**src/rtl/muldiv_control.sv**
```systemverilog
// muldiv_control: sequencer for the signed multiply/divide unit behind HI/LO.
// Booth radix-2 multiply (33 cycles) or restoring divide (34 cycles).
// Ports: clk, rst_n (async, active-low); start/op_div/src_a/src_b request;
// busy, done, divby0 status; hi/lo result registers.
// Build option: MULDIV_EARLY_ZERO_EN finishes zero-operand ops in 1 cycle.
module muldiv_control #(
    parameter int WIDTH = 32
) (
    input  logic             clk,
    input  logic             rst_n,
    input  logic             start,
    input  logic             op_div,
    input  logic [WIDTH-1:0] src_a,
    input  logic [WIDTH-1:0] src_b,
    output logic             busy,
    output logic             done,
    output logic             divby0,
    output logic [WIDTH-1:0] hi,
    output logic [WIDTH-1:0] lo
);
    localparam int CW = $clog2(WIDTH);

    typedef enum logic [2:0] {
        S_IDLE, S_MULT, S_DIV, S_FIX, S_DONE
    } state_t;

    state_t         state, state_nx;
    logic [CW-1:0]  cnt;
    logic [WIDTH:0] acc;    // Booth accumulator / divide remainder
    logic [WIDTH-1:0] mq;   // multiplier / quotient
    logic [WIDTH-1:0] opb;  // multiplicand / |divisor|
    logic           qm1;
    logic           sa;     // dividend sign
    logic           sq;     // quotient sign
    logic           dz;

    logic           last;
    logic           dz0;
    logic           ez;
    logic [WIDTH-1:0] abs_a, abs_b;

    assign last = (cnt == CW'(WIDTH - 1));
    assign dz0  = op_div && (src_b == '0);
    assign abs_a = src_a[WIDTH-1] ? -src_a : src_a;
    assign abs_b = src_b[WIDTH-1] ? -src_b : src_b;

`ifdef MULDIV_EARLY_ZERO_EN
    assign ez = op_div ? (src_a == '0)
                       : (src_a == '0) || (src_b == '0);
`else
    assign ez = 1'b0;
`endif

    // Booth step: one extra accumulator bit keeps acc - (-2^(W-1)) exact.
    logic [WIDTH:0]   mcand_x, booth_sum, booth_acc;
    logic [WIDTH-1:0] booth_mq;

    assign mcand_x = {opb[WIDTH-1], opb};

    always_comb begin
        case ({mq[0], qm1})
            2'b01:   booth_sum = acc + mcand_x;
            2'b10:   booth_sum = acc - mcand_x;
            default: booth_sum = acc;
        endcase
    end

    assign booth_acc = {booth_sum[WIDTH], booth_sum[WIDTH:1]};
    assign booth_mq  = {booth_sum[0], mq[WIDTH-1:1]};

    // Restoring step: borrow out of the W+1 bit trial means restore.
    logic [WIDTH:0]   div_sh, div_tr;
    logic [WIDTH-1:0] div_rem, div_q;

    assign div_sh  = {acc[WIDTH-1:0], mq[WIDTH-1]};
    assign div_tr  = div_sh - {1'b0, opb};
    assign div_rem = div_tr[WIDTH] ? div_sh[WIDTH-1:0]
                                   : div_tr[WIDTH-1:0];
    assign div_q   = {mq[WIDTH-2:0], ~div_tr[WIDTH]};

    // State register
    always_ff @(posedge clk or negedge rst_n) begin
        if (!rst_n) state <= S_IDLE;
        else        state <= state_nx;
    end

    // Next-state logic
    always_comb begin
        state_nx = state;
        unique case (state)
            S_IDLE: begin
                if (start) begin
                    if (dz0 || ez) state_nx = S_DONE;
                    else if (op_div) state_nx = S_DIV;
                    else state_nx = S_MULT;
                end
            end
            S_MULT:  if (last) state_nx = S_DONE;
            S_DIV:   if (last) state_nx = S_FIX;
            S_FIX:   state_nx = S_DONE;
            S_DONE:  state_nx = S_IDLE;
            default: state_nx = S_IDLE;
        endcase
    end

    // Outputs and result write-back
    logic             res_we;
    logic [WIDTH-1:0] res_hi, res_lo;

    always_comb begin
        busy   = (state != S_IDLE);
        done   = (state == S_DONE);
        divby0 = (state == S_DONE) && dz;
        res_we = 1'b0;
        res_hi = '0;
        res_lo = '0;
        unique case (state)
            S_IDLE: res_we = start && !dz0 && ez;
            S_MULT: begin
                res_we = last;
                res_hi = booth_acc[WIDTH-1:0];
                res_lo = booth_mq;
            end
            S_FIX: begin
                res_we = 1'b1;
                res_hi = sa ? -acc[WIDTH-1:0] : acc[WIDTH-1:0];
                res_lo = sq ? -mq : mq;
            end
            default: res_we = 1'b0;
        endcase
    end

    always_ff @(posedge clk or negedge rst_n) begin
        if (!rst_n) begin
            hi <= '0;
            lo <= '0;
        end else if (res_we) begin
            hi <= res_hi;
            lo <= res_lo;
        end
    end

    // Datapath
    always_ff @(posedge clk or negedge rst_n) begin
        if (!rst_n) begin
            cnt <= '0;
            acc <= '0;
            mq  <= '0;
            opb <= '0;
            qm1 <= 1'b0;
            sa  <= 1'b0;
            sq  <= 1'b0;
            dz  <= 1'b0;
        end else begin
            unique case (state)
                S_IDLE: begin
                    cnt <= '0;
                    if (start) begin
                        acc <= '0;
                        qm1 <= 1'b0;
                        dz  <= dz0;
                        sa  <= src_a[WIDTH-1];
                        sq  <= src_a[WIDTH-1] ^ src_b[WIDTH-1];
                        mq  <= op_div ? abs_a : src_b;
                        opb <= op_div ? abs_b : src_a;
                    end
                end
                S_MULT: begin
                    acc <= booth_acc;
                    mq  <= booth_mq;
                    qm1 <= mq[0];
                    cnt <= cnt + 1'b1;
                end
                S_DIV: begin
                    acc <= {1'b0, div_rem};
                    mq  <= div_q;
                    cnt <= cnt + 1'b1;
                end
                default: cnt <= cnt;
            endcase
        end
    end

endmodule

```
**config.mk**
```make
export PLATFORM = sky130hd
export DESIGN_NAME = muldiv_control
export DESIGN_NICKNAME = d
export VERILOG_FILES = /design/src/rtl/muldiv_control.sv
export SDC_FILE = /design/constraint.sdc
export NUM_CORES = 1
export LEC_CHECK = 0
export ABC_AREA = 0
export BUFFER_PORTS_ARGS = -buffer_cell sky130_fd_sc_hd__buf_2
export CAP_MARGIN = 15
export CORE_MARGIN = 10
export CORE_UTILIZATION = 56
export DETAILED_ROUTE_END_ITERATION = 10
export GPL_ROUTABILITY_DRIVEN = 0
export PLACE_DENSITY_LB_ADDON = 0.3
export SLEW_MARGIN = 30
export SYNTH_ARGS = -nofsm -noshare
export SYNTH_HDL_FRONTEND = slang
export SYNTH_SLANG_ARGS = --single-unit
export TNS_END_PERCENT = 20
```
**constraint.sdc**
```tcl
create_clock -name clk -period 3.8 [get_ports clk]
set_input_delay 0.38 -clock clk [delete_from_list [all_inputs] [get_ports clk]]
set_output_delay 0.38 -clock clk [all_outputs]
set_load 0.01 [all_outputs]
```
==> results.toml <==
[floorplanning]
ios = 135
dieArea_um2 = 34300
core_region_area_um2 = 26900
die_h_um = 185
row_count = 60
die_w_um = 185
initial_core_util = 0.569

[outcome]
status = "complete, but fails checks"
violations = "negative hold slack, negative setup slack"

[grt]
grt_start_max_net_pins = 94
grt_overflow = 0
grt_pass1_wl_um = 83200
grt_pass1_vias = 15700
antenna_found_initial = 2
grt_use_total = 0.300

[yosys]
synth-xor-area-share = 0.115
ys_ff_latch = 173
synth_compound_area_frac = 0.284
synth.top_cell.area_share = 0.283
synth_edf_count = 0
synth.area.mux_share = 0.0304
synth_commonest_cells = "217 x nand2_1, 175 x o21ai_0, 173 x dfrtp_1"
avgSynthCellArea_um2 = 7.88
syn-num-nets = 2083
yosys_warnings = 0
synth_area_leaders = "dfrtp_1 28%, ha_1 5.9%, xor2_1 5.8%, o21ai_0 5.7%, xnor2_1 5.7%"
seq_area_frac_synth = 0.283
synth_top_family_by_area = "compound AO/OA/AOI/OAI gates"
synth_cell_types = 69
syn_inst = 1941
synth_fa_ha_area_frac = 0.0615
synthSimpleGateAreaFrac = 0.177
async_reset_ff_frac = 1.00
synth.most_common_cell = "nand2_1"
synth_area_um2 = 15300
synth_area_leader_cell = "dfrtp_1"
ys.flop_type = "dfrtp_1"

[cells_and_area]
nNetsFinal = 2282
final_util = 0.685
multi_input_comb_area_um2 = 10700
area_growth_pct = 20.4
register_area_um2 = 4330
nFillCells = 2113
drive_gt1_frac = 0.210

[sta]
finalSetupViolations = 36
rsz0062_at_grt = "yes"
period_needed_ns = 4.21
slew_viol_final = 0
max_freq_mhz = 238
hold_viol = 5
tightest_slew_ns = 0.988
clock_skew_ns = 0.0202
max_slew_margin = 0.341
fin_ws_ns = -0.407
timing.final.crit_share = 1.11
hold-worst-slack_ns = -0.0150

[setup_path]
arrival_ns = 4.52
crit_top_cell = "o211ai_1"
cp_slowest_stage_delay_ns = 0.57
critPathSlowestCell = "or4_4"
path_cells = "or4_4 -> nand2b_4 -> nor3_4 -> buf_6 -> a21oi_2 -> xnor2_1 -> ha_1 -> and4_1 -> and2_1 -> o211ai_1 -> o311ai_4 -> buf_4 -> o31a_1 -> a311oi_2 -> buf_4 -> o211ai_1 -> a21oi_2 -> o211ai_1"
endpoint_kind = "flip-flop"
cp.required_ns = 4.11
start_kind = "flip-flop"
crit_fanout = 3
crit_type = "flip-flop to flip-flop"

[clock_tree]
cts_tree = "built"
clockBufferDepth = 2
cts_buffers = 17
cts.clk_slew.worst_paths_ns = 0.08
htreeDepth = 4
cts_sinks = 173
clock_latency_ns = 0.46
cts_root_buffer = "clkbuf_16"
cts_hold_buffers = 0

[run]
maxCapViolCount = 0

[drt]
postRouteAntennaNets = 0
drc = 0
drtPass1Iterations = 6
wire_per_inst_um = 21.1
viasPerCell = 6.56
wirelength_um = 52600
vias = 16400
drt_iter0_markers = 1970

[min_path]
hold_path.class = "primary input to async pin"

[placement]
port_buffers = 134
hpwl_um = 38500
dp_slack_ns = -0.661
-- cell families after synthesis --
group                      Yosys count
muxes                               46
and+or+nand+nor                    580
buffers and inverters              195
xor gates and xnor gates           201
adders and majority gates           74
DFF                                173
AOI/OAI and AO/OA                  672
-- worst max-delay path, delay by kind of cell (launching register included) --
family	cells	cell delay, ns
buffers and inverters	3	0.50
AO/OA/AOI/OAI	8	1.31
flip-flops	1	0.38
XOR/XNOR	1	0.13
adder cells (fa/ha/maj)	1	0.34
AND/OR/NAND/NOR	5	1.40
-- cell usage in the layout (no fill, tap or decap), drive strengths merged, types with 6 or more instances in the layout --
| cell | instances |
|---|---|
| clkbuf | 17 |
| a31oi | 22 |
| buf | 318 |
| nand3 | 30 |
| xnor2 | 100 |
| dfrtp | 173 |
| o21ai | 177 |
| inv | 66 |
| or3 | 25 |
| o22ai | 37 |
| o211ai | 30 |
| mux2i | 42 |
| nor2 | 156 |
| o221ai | 6 |
| ha | 72 |
| o21a | 14 |
| xor2 | 101 |
| a21o | 38 |
| nor2b | 15 |
| nand2 | 218 |
| and2 | 8 |
| clkinv | 6 |
| o31ai | 38 |
| a21oi | 142 |
| or2 | 13 |
| and3 | 17 |
| nand4 | 10 |
| nand2b | 19 |
| a211oi | 39 |
| o41ai | 18 |
| or4 | 25 |
| a221oi | 66 |
| nor4 | 13 |
| nor3 | 21 |
-- final cells by class --
cell class                 instances  share of cell area
clock buffer                      17              0.0231
multi-input combinational       1573               0.580
antenna                            2            0.000272
tap                              341              0.0232
inverter                          57              0.0116
sequential                       173               0.235
clock inverter                    15              0.0115
timing repair buffer             318               0.116
-- path summary, 6_finish.rpt --
path | startpoint | end | slack [ns] | cells after the start
min in group clk | src_a[10] | opb[10]$_DFFE_PN0P_ | 0.29 | 3
setup / recovery | opb[3]$_DFFE_PN0P_ | acc[30]$_DFFE_PN0P_ | -0.41 | 18
setup reg to reg | opb[3]$_DFFE_PN0P_ | acc[30]$_DFFE_PN0P_ | -0.41 | 18
hold / removal | rst_n | opb[7]$_DFFE_PN0P_ | -0.01 | 1
max in group asynchronous | rst_n | lo[6]$_DFFE_PN0P_ | 2.79 | 2
hold reg to reg | hi[21]$_DFFE_PN0P_ | hi[21]$_DFFE_PN0P_ | 0.48 | 2
-- sequential cells by signal (all words and copies together), names as in the netlist --
signal  flops
acc        33
hi         32
lo         32
mq         32
opb        32
cnt         5
state       3
dz          1
qm1         1
sa          1
sq          1
-- repair_timing --
item / in CTS / in global routing
setup endpoints to repair: 51 / 58
setup buffers: 7 / 6
resized for setup: 46 / 52
pin swaps: 26 / 27
-- through the flow --
| stage | hold slack (ns) | instance area (µm²) | setup TNS [ns] | std cells |
|---|---|---|---|---|
| after floorplan | 0.0844 | 15300 | -0.105 | 1941 |
| after global placement | 0.456 | 17300 | -8.59 | 2449 |
| after detailed placement | 0.465 | 17300 | -12.88 | 2449 |
| after CTS | 0.0286 | 18100 | -3.31 | 2488 |
| after global routing | 0.0497 | 18400 | -16.13 | 2494 |
| final | -0.0150 | 18400 | -8.98 | 2496 |
-- layer usage --
| metal | wire, µm | vias up | track usage |
|---|---|---|---|
| met5 | 8 | - | 0 |
| li1 | - | 7514 | - |
| met3 | 5220 | 175 | 0.0570 |
| met1 | 21300 | 7728 | 0.398 |
| met4 | 2340 | 2 | 0.134 |
| met2 | 23700 | 955 | 0.464 |
Power is left out: the tool's default activity adds up to more than one toggle a clock period on the data nets, which glitch-free logic cannot reach.
